## config.mk

```make
export PLATFORM = sky130hd
export DESIGN_NAME = pa_idu_gpr_wb_ctrl
export DESIGN_NICKNAME = d
export VERILOG_FILES = /design/src/rtl/pa_idu_gpr_wb_ctrl.sv
export SDC_FILE = /design/constraint.sdc
export NUM_CORES = 1
export LEC_CHECK = 0
export CORE_AREA = 10 10 129 131
export CTS_CLUSTER_SIZE = 28
export DETAILED_ROUTE_END_ITERATION = 8
export DIE_AREA = 0 0 139 141
export PLACE_DENSITY = 0.73
export SLEW_MARGIN = 20
export SYNTH_ARGS = -nofsm -noshare
export SYNTH_HDL_FRONTEND = slang
export SYNTH_SLANG_ARGS = --single-unit
```

## constraint.sdc

```tcl
create_clock -name reg_cpuclk -period 4.9 [get_ports reg_cpuclk]
set_input_delay 1.47 -clock reg_cpuclk [delete_from_list [all_inputs] [get_ports reg_cpuclk]]
set_output_delay 1.47 -clock reg_cpuclk [all_outputs]
set_load 0.03 [all_outputs]
```

## src/rtl/pa_idu_gpr_wb_ctrl.sv

```systemverilog
`default_nettype none
// ---------------------------------------------------------------------------
// pa_idu_gpr_wb_ctrl : GPR write-back port decode and DIV/MUL port-2 arbiter
// Revision: 1.0
// ---------------------------------------------------------------------------
module pa_idu_gpr_wb_ctrl #(
  parameter int NUM_GPR = 32,
  parameter int DW      = 32
) (
  input  logic               reg_cpuclk,
  input  logic               cpurst_b,
  input  logic               ex_wb_vld,
  input  logic [4:0]         ex_wb_rd,
  input  logic [DW-1:0]      ex_wb_data,
  input  logic               lsu_wb_vld,
  input  logic [4:0]         lsu_wb_rd,
  input  logic [DW-1:0]      lsu_wb_data,
  input  logic               div_wb_vld,
  input  logic [4:0]         div_wb_rd,
  input  logic [DW-1:0]      div_wb_data,
  output logic               div_wb_rdy,
  input  logic               mul_wb_vld,
  input  logic [4:0]         mul_wb_rd,
  input  logic [DW-1:0]      mul_wb_data,
  output logic               mul_wb_rdy,
  output logic [NUM_GPR-1:0] wb_write_en0,
  output logic [NUM_GPR-1:0] wb_write_en1,
  output logic [NUM_GPR-1:0] wb_write_en2,
  output logic [DW-1:0]      write_data0,
  output logic [DW-1:0]      write_data1,
  output logic [DW-1:0]      write_data2,
  output logic               wb_p2_is_div,
  output logic               wb_hold_vld
);

  // One-hot state encoding so that any corrupted value lands in the default arm.
  typedef enum logic [1:0] {
    IDLE = 2'b01,
    HOLD = 2'b10
  } state_t;

  state_t          r_state;
  logic            r_hold_vld;
  logic [4:0]      r_hold_rd;
  logic [DW-1:0]   r_hold_data;
  logic            r_hold_is_div;

  logic            w_p2_vld;
  logic [4:0]      w_p2_rd;
  logic [DW-1:0]   w_p2_data;
  logic            w_p2_is_div;
  logic            w_div_rdy;
  logic            w_mul_rdy;

  // Port-2 source selection; rdy depends only on vld and state.
  always_comb begin
    w_p2_vld    = 1'b0;
    w_p2_rd     = 5'd0;
    w_p2_data   = '0;
    w_p2_is_div = 1'b0;
    w_div_rdy   = 1'b0;
    w_mul_rdy   = 1'b0;
    case (r_state)
      IDLE: begin
        if (div_wb_vld) begin
          w_p2_vld    = 1'b1;
          w_p2_rd     = div_wb_rd;
          w_p2_data   = div_wb_data;
          w_p2_is_div = 1'b1;
          w_div_rdy   = 1'b1;
          w_mul_rdy   = mul_wb_vld;
        end else if (mul_wb_vld) begin
          w_p2_vld    = 1'b1;
          w_p2_rd     = mul_wb_rd;
          w_p2_data   = mul_wb_data;
          w_mul_rdy   = 1'b1;
        end
      end
      HOLD: begin
        w_p2_vld    = r_hold_vld;
        w_p2_rd     = r_hold_rd;
        w_p2_data   = r_hold_data;
        w_p2_is_div = r_hold_vld & r_hold_is_div;
      end
      default: begin
        w_p2_vld = 1'b0;
      end
    endcase
  end

  always_ff @(posedge reg_cpuclk or negedge cpurst_b) begin
    if (!cpurst_b) begin
      r_state       <= IDLE;
      r_hold_vld    <= 1'b0;
      r_hold_rd     <= 5'd0;
      r_hold_data   <= '0;
      r_hold_is_div <= 1'b0;
    end else begin
      case (r_state)
        IDLE: begin
          // A colliding MUL result is accepted now and replayed next cycle.
          if (div_wb_vld && mul_wb_vld) begin
            r_state       <= HOLD;
            r_hold_vld    <= 1'b1;
            r_hold_rd     <= mul_wb_rd;
            r_hold_data   <= mul_wb_data;
            r_hold_is_div <= 1'b0;
          end
        end
        HOLD: begin
          r_state    <= IDLE;
          r_hold_vld <= 1'b0;
        end
        default: begin
          r_state    <= IDLE;
          r_hold_vld <= 1'b0;
        end
      endcase
    end
  end

  // x0 is hardwired: bit 0 of every enable vector stays low.
  assign wb_write_en0[0] = 1'b0;
  assign wb_write_en1[0] = 1'b0;
  assign wb_write_en2[0] = 1'b0;

  for (genvar i = 1; i < NUM_GPR; i++) begin : g_dec
    assign wb_write_en0[i] = ex_wb_vld  & (ex_wb_rd  == 5'(i));
    assign wb_write_en1[i] = lsu_wb_vld & (lsu_wb_rd == 5'(i));
    assign wb_write_en2[i] = w_p2_vld   & (w_p2_rd   == 5'(i));
  end

  assign write_data0  = ex_wb_data;
  assign write_data1  = lsu_wb_data;
  assign write_data2  = w_p2_data;
  assign div_wb_rdy   = w_div_rdy;
  assign mul_wb_rdy   = w_mul_rdy;
  assign wb_p2_is_div = w_p2_is_div;
  assign wb_hold_vld  = r_hold_vld;

endmodule
`default_nettype wire

```

==> impl_metrics.toml <==
[die]
dieArea_sq_mm = 0.0196
dieHeight_um = 141
core-area_sq_mm = 0.0142
die_w_um = 139
ios = 350
initial_core_util = 0.246
rows = 44

[sta]
relSlewSlack = 0.358
fmax_mhz = 212
post-route-period-util = 0.963
tightest_slew_ps = 959
hold_viol_final = 0
rsz0062_at_grt = "false"
drv_slew = 0
fin_tns_setup_ps = 0
setup_viol = 0
period_needed_ps = 4720
clock_skew_ps = 3.86

[power_and_ir_drop]
clockPowerShare = 0.123
power.switching_w = 0.00120
p_per_area_mw_per_mm2 = 459
irDropWorstVdd_mv = 0.274
switching_share = 0.468
p_int_w = 0.00136
power_frac_seq = 0.228
p_comb_frac = 0.648
total_leakage_power_nw = 2.28

[clocking]
cts_buffer_depth = 2
cts_tree = "built"
cts-root-buf = "clkbuf_16"
cts.hold.buffers_added = 0
clk_pin_slew_ps = 60
h-tree-depth = 2
clk_latency_ps = 280
cts-buffers-inserted = 5
clock-sinks = 39

[global_routing]
grt-ovfl-total = 0
grt_max_degree = 40
first_global_vias = 3897
grt_pass1_wl_um = 22700
grt_usage = 0.141
antenna_found_initial = 0

[route]
dr.pass1.iters = 5
drcViolationCount = 0
dr_total_vias = 3772
drt_iter0_drc = 243
wirelength_um = 15000
final_antenna_net_count = 0
vias_per_cell = 4.89
wl_per_cell_um = 19.4

[place]
port_buffers = 218
dp.cells = 758
place_congestion = 0.837
hpwlAfterDp_um = 12300

[synthesis]
syn_area_per_cell_sq_um = 8.24
synth_cells = 424
synth.distinct_cells = 47
synth_flop_cell = "dfrtp_1"
yosysSeqAreaShare = 0.280
ys_async_sr_fraction = 1.00
ys_warn_count = 0
ys_ff_latch = 39
syn_area_sq_mm = 0.00349
synth-edff-count = 0

[critical_path]
setup.worst_path.class = "in -> out"
cp.required_ps = 3430
end_kind = "primary output"
start_kind = "input pin"
crit_fanout = 5
arrival_ps = 3250

[finish]
fin_cells = 772
fin_util = 0.392
drive_gt1_frac = 0.270
area_delta_synth_final_pct = 59.3
multi_input_area_sq_mm = 0.00185
regArea_sq_um = 977
n_fill_cell = 1426
nets = 743
n_antenna_cell = 0

[run_status]
status = "finished clean"

[hold_path]
holdCritPathClass = "reg -> reg"

[flow_run]
drv_cap = 0
-- Yosys cell counts, types with 3 or more instances --
cell / number / area [sq um]
nor2b_1: 7 / 43.8
nor3_1: 4 / 20.0
inv_1: 5 / 18.8
dfrtp_1: 38 / 951
buf_2: 6 / 30.0
nor2_1: 121 / 454
nand2_1: 16 / 60.1
mux2_2: 34 / 383
nand2b_1: 5 / 31.3
nand3_1: 11 / 55.1
a21oi_1: 3 / 15.0
nand4_1: 6 / 37.5
a222oi_1: 32 / 320
clkbuf_1: 17 / 63.8
o21ai_0: 8 / 40.0
buf_4: 68 / 510
buf_6: 6 / 67.6
-- power groups by stage --
stage	Clock [W]	Sequential (W)	Combinational (W)
CTS	0.000331	0.000582	0.00163
finish	0.000315	0.000584	0.00166
floorplan	0	0.000565	0.00115
global route	0.000340	0.000600	0.00179
global placement	0	0.000580	0.00161
detailed placement	0	0.000585	0.00162
-- sequential cells by signal, indices dropped and copies added (netlist names) --
register and count:
r_hold_data 32, r_hold_rd 5, r_state 2
-- kinds of logic after synthesis --
kind of cell    synth area share
flops                      0.280
fa+ha+maj                0.00716
buf+inv                    0.198
compound gates             0.161
mux                        0.116
simple gates               0.238
other cells              0.00107
-- cell usage in the layout (no fill, tap or decap), types with 2 or more instances in the layout --
cell type        instances
a21oi_1                  3
a222oi_1                32
a32oi_1                  2
buf_12                   6
buf_4                   89
buf_6                    2
clkbuf_16                5
clkdlybuf4s50_1        149
clkinv_2                 3
conb_1                   3
dfrtp_1                 38
dlygate4sd2_1            2
dlymetal6s2s_1           2
ha_1                     2
inv_1                    5
mux2_1                   2
mux2_2                  34
nand2_1                 16
nand2_2                  2
nand2b_1                 5
nand3_1                 11
nand4_1                  6
nor2_1                 120
nor2b_1                  7
nor3_1                   4
o211ai_1                 2
o21ai_0                  8
or2_2                    2
-- worst max-delay path, stage by stage --
cell	delay (ps)
clkdlybuf4s50_1	480
nor2b_1	260
nand2_1	180
nor2_1	160
clkdlybuf4s50_1	700
-- stage by stage --
step / setup slack [ps] / hold WS [ps] / power (W) / instance area (sq um)
floorplan: 528 / 464 / 0.00172 / 3500
CTS: 11.3 / 504 / 0.00254 / 5480
detailed placement: -120 / 490 / 0.00220 / 5340
global route: 44.9 / 520 / 0.00273 / 5560
finish: 181 / 497 / 0.00256 / 5560
global placement: -113 / 478 / 0.00219 / 5340
-- per-layer routing --
layer  routed length (um)  part of all wire  GRT usage
met5                    0                 0    0.00262
met4                  378             0.025     0.0461
met3                 2170              0.14     0.0776
met2                 6840              0.46      0.225
met1                 5610              0.37      0.156
-- final cells by class --
cell class | instances | share of cell area
Clock buffer | 5 | 0.0225
Tap cell | 184 | 0.0414
Timing Repair Buffer | 251 | 0.422
Multi-Input combinational cell | 285 | 0.332
Inverter | 5 | 0.00337
Clock inverter | 3 | 0.00270
Sequential cell | 39 | 0.176
-- path summary, 6_finish.rpt --
check | from | slack (ps) | to | depth (start not counted)
max | ex_wb_rd[4] | 180 | wb_write_en0[6] | 5
min | r_hold_data[12]$_DFFE_PN0P_ | 500 | r_hold_data[12]$_DFFE_PN0P_ | 1
max reg2reg | r_state[0]$_DFFE_PN1P_ | 1970 | r_hold_data[7]$_DFFE_PN0P_ | 5
min reg2reg | r_hold_data[12]$_DFFE_PN0P_ | 500 | r_hold_data[12]$_DFFE_PN0P_ | 1
max in group asynchronous | cpurst_b | 2980 | r_hold_rd[3]$_DFFE_PN0P_ | 1
min in group asynchronous | cpurst_b | 1320 | r_hold_data[26]$_DFFE_PN0P_ | 1
-- timing repair --
item	in CTS	in global routing
gates resized for setup	3	6
buffers inserted	0	6
pin swaps	0	5
endpoints found under the setup margin	6	9
No activity file was read; power rests on OpenSTA's default activity.
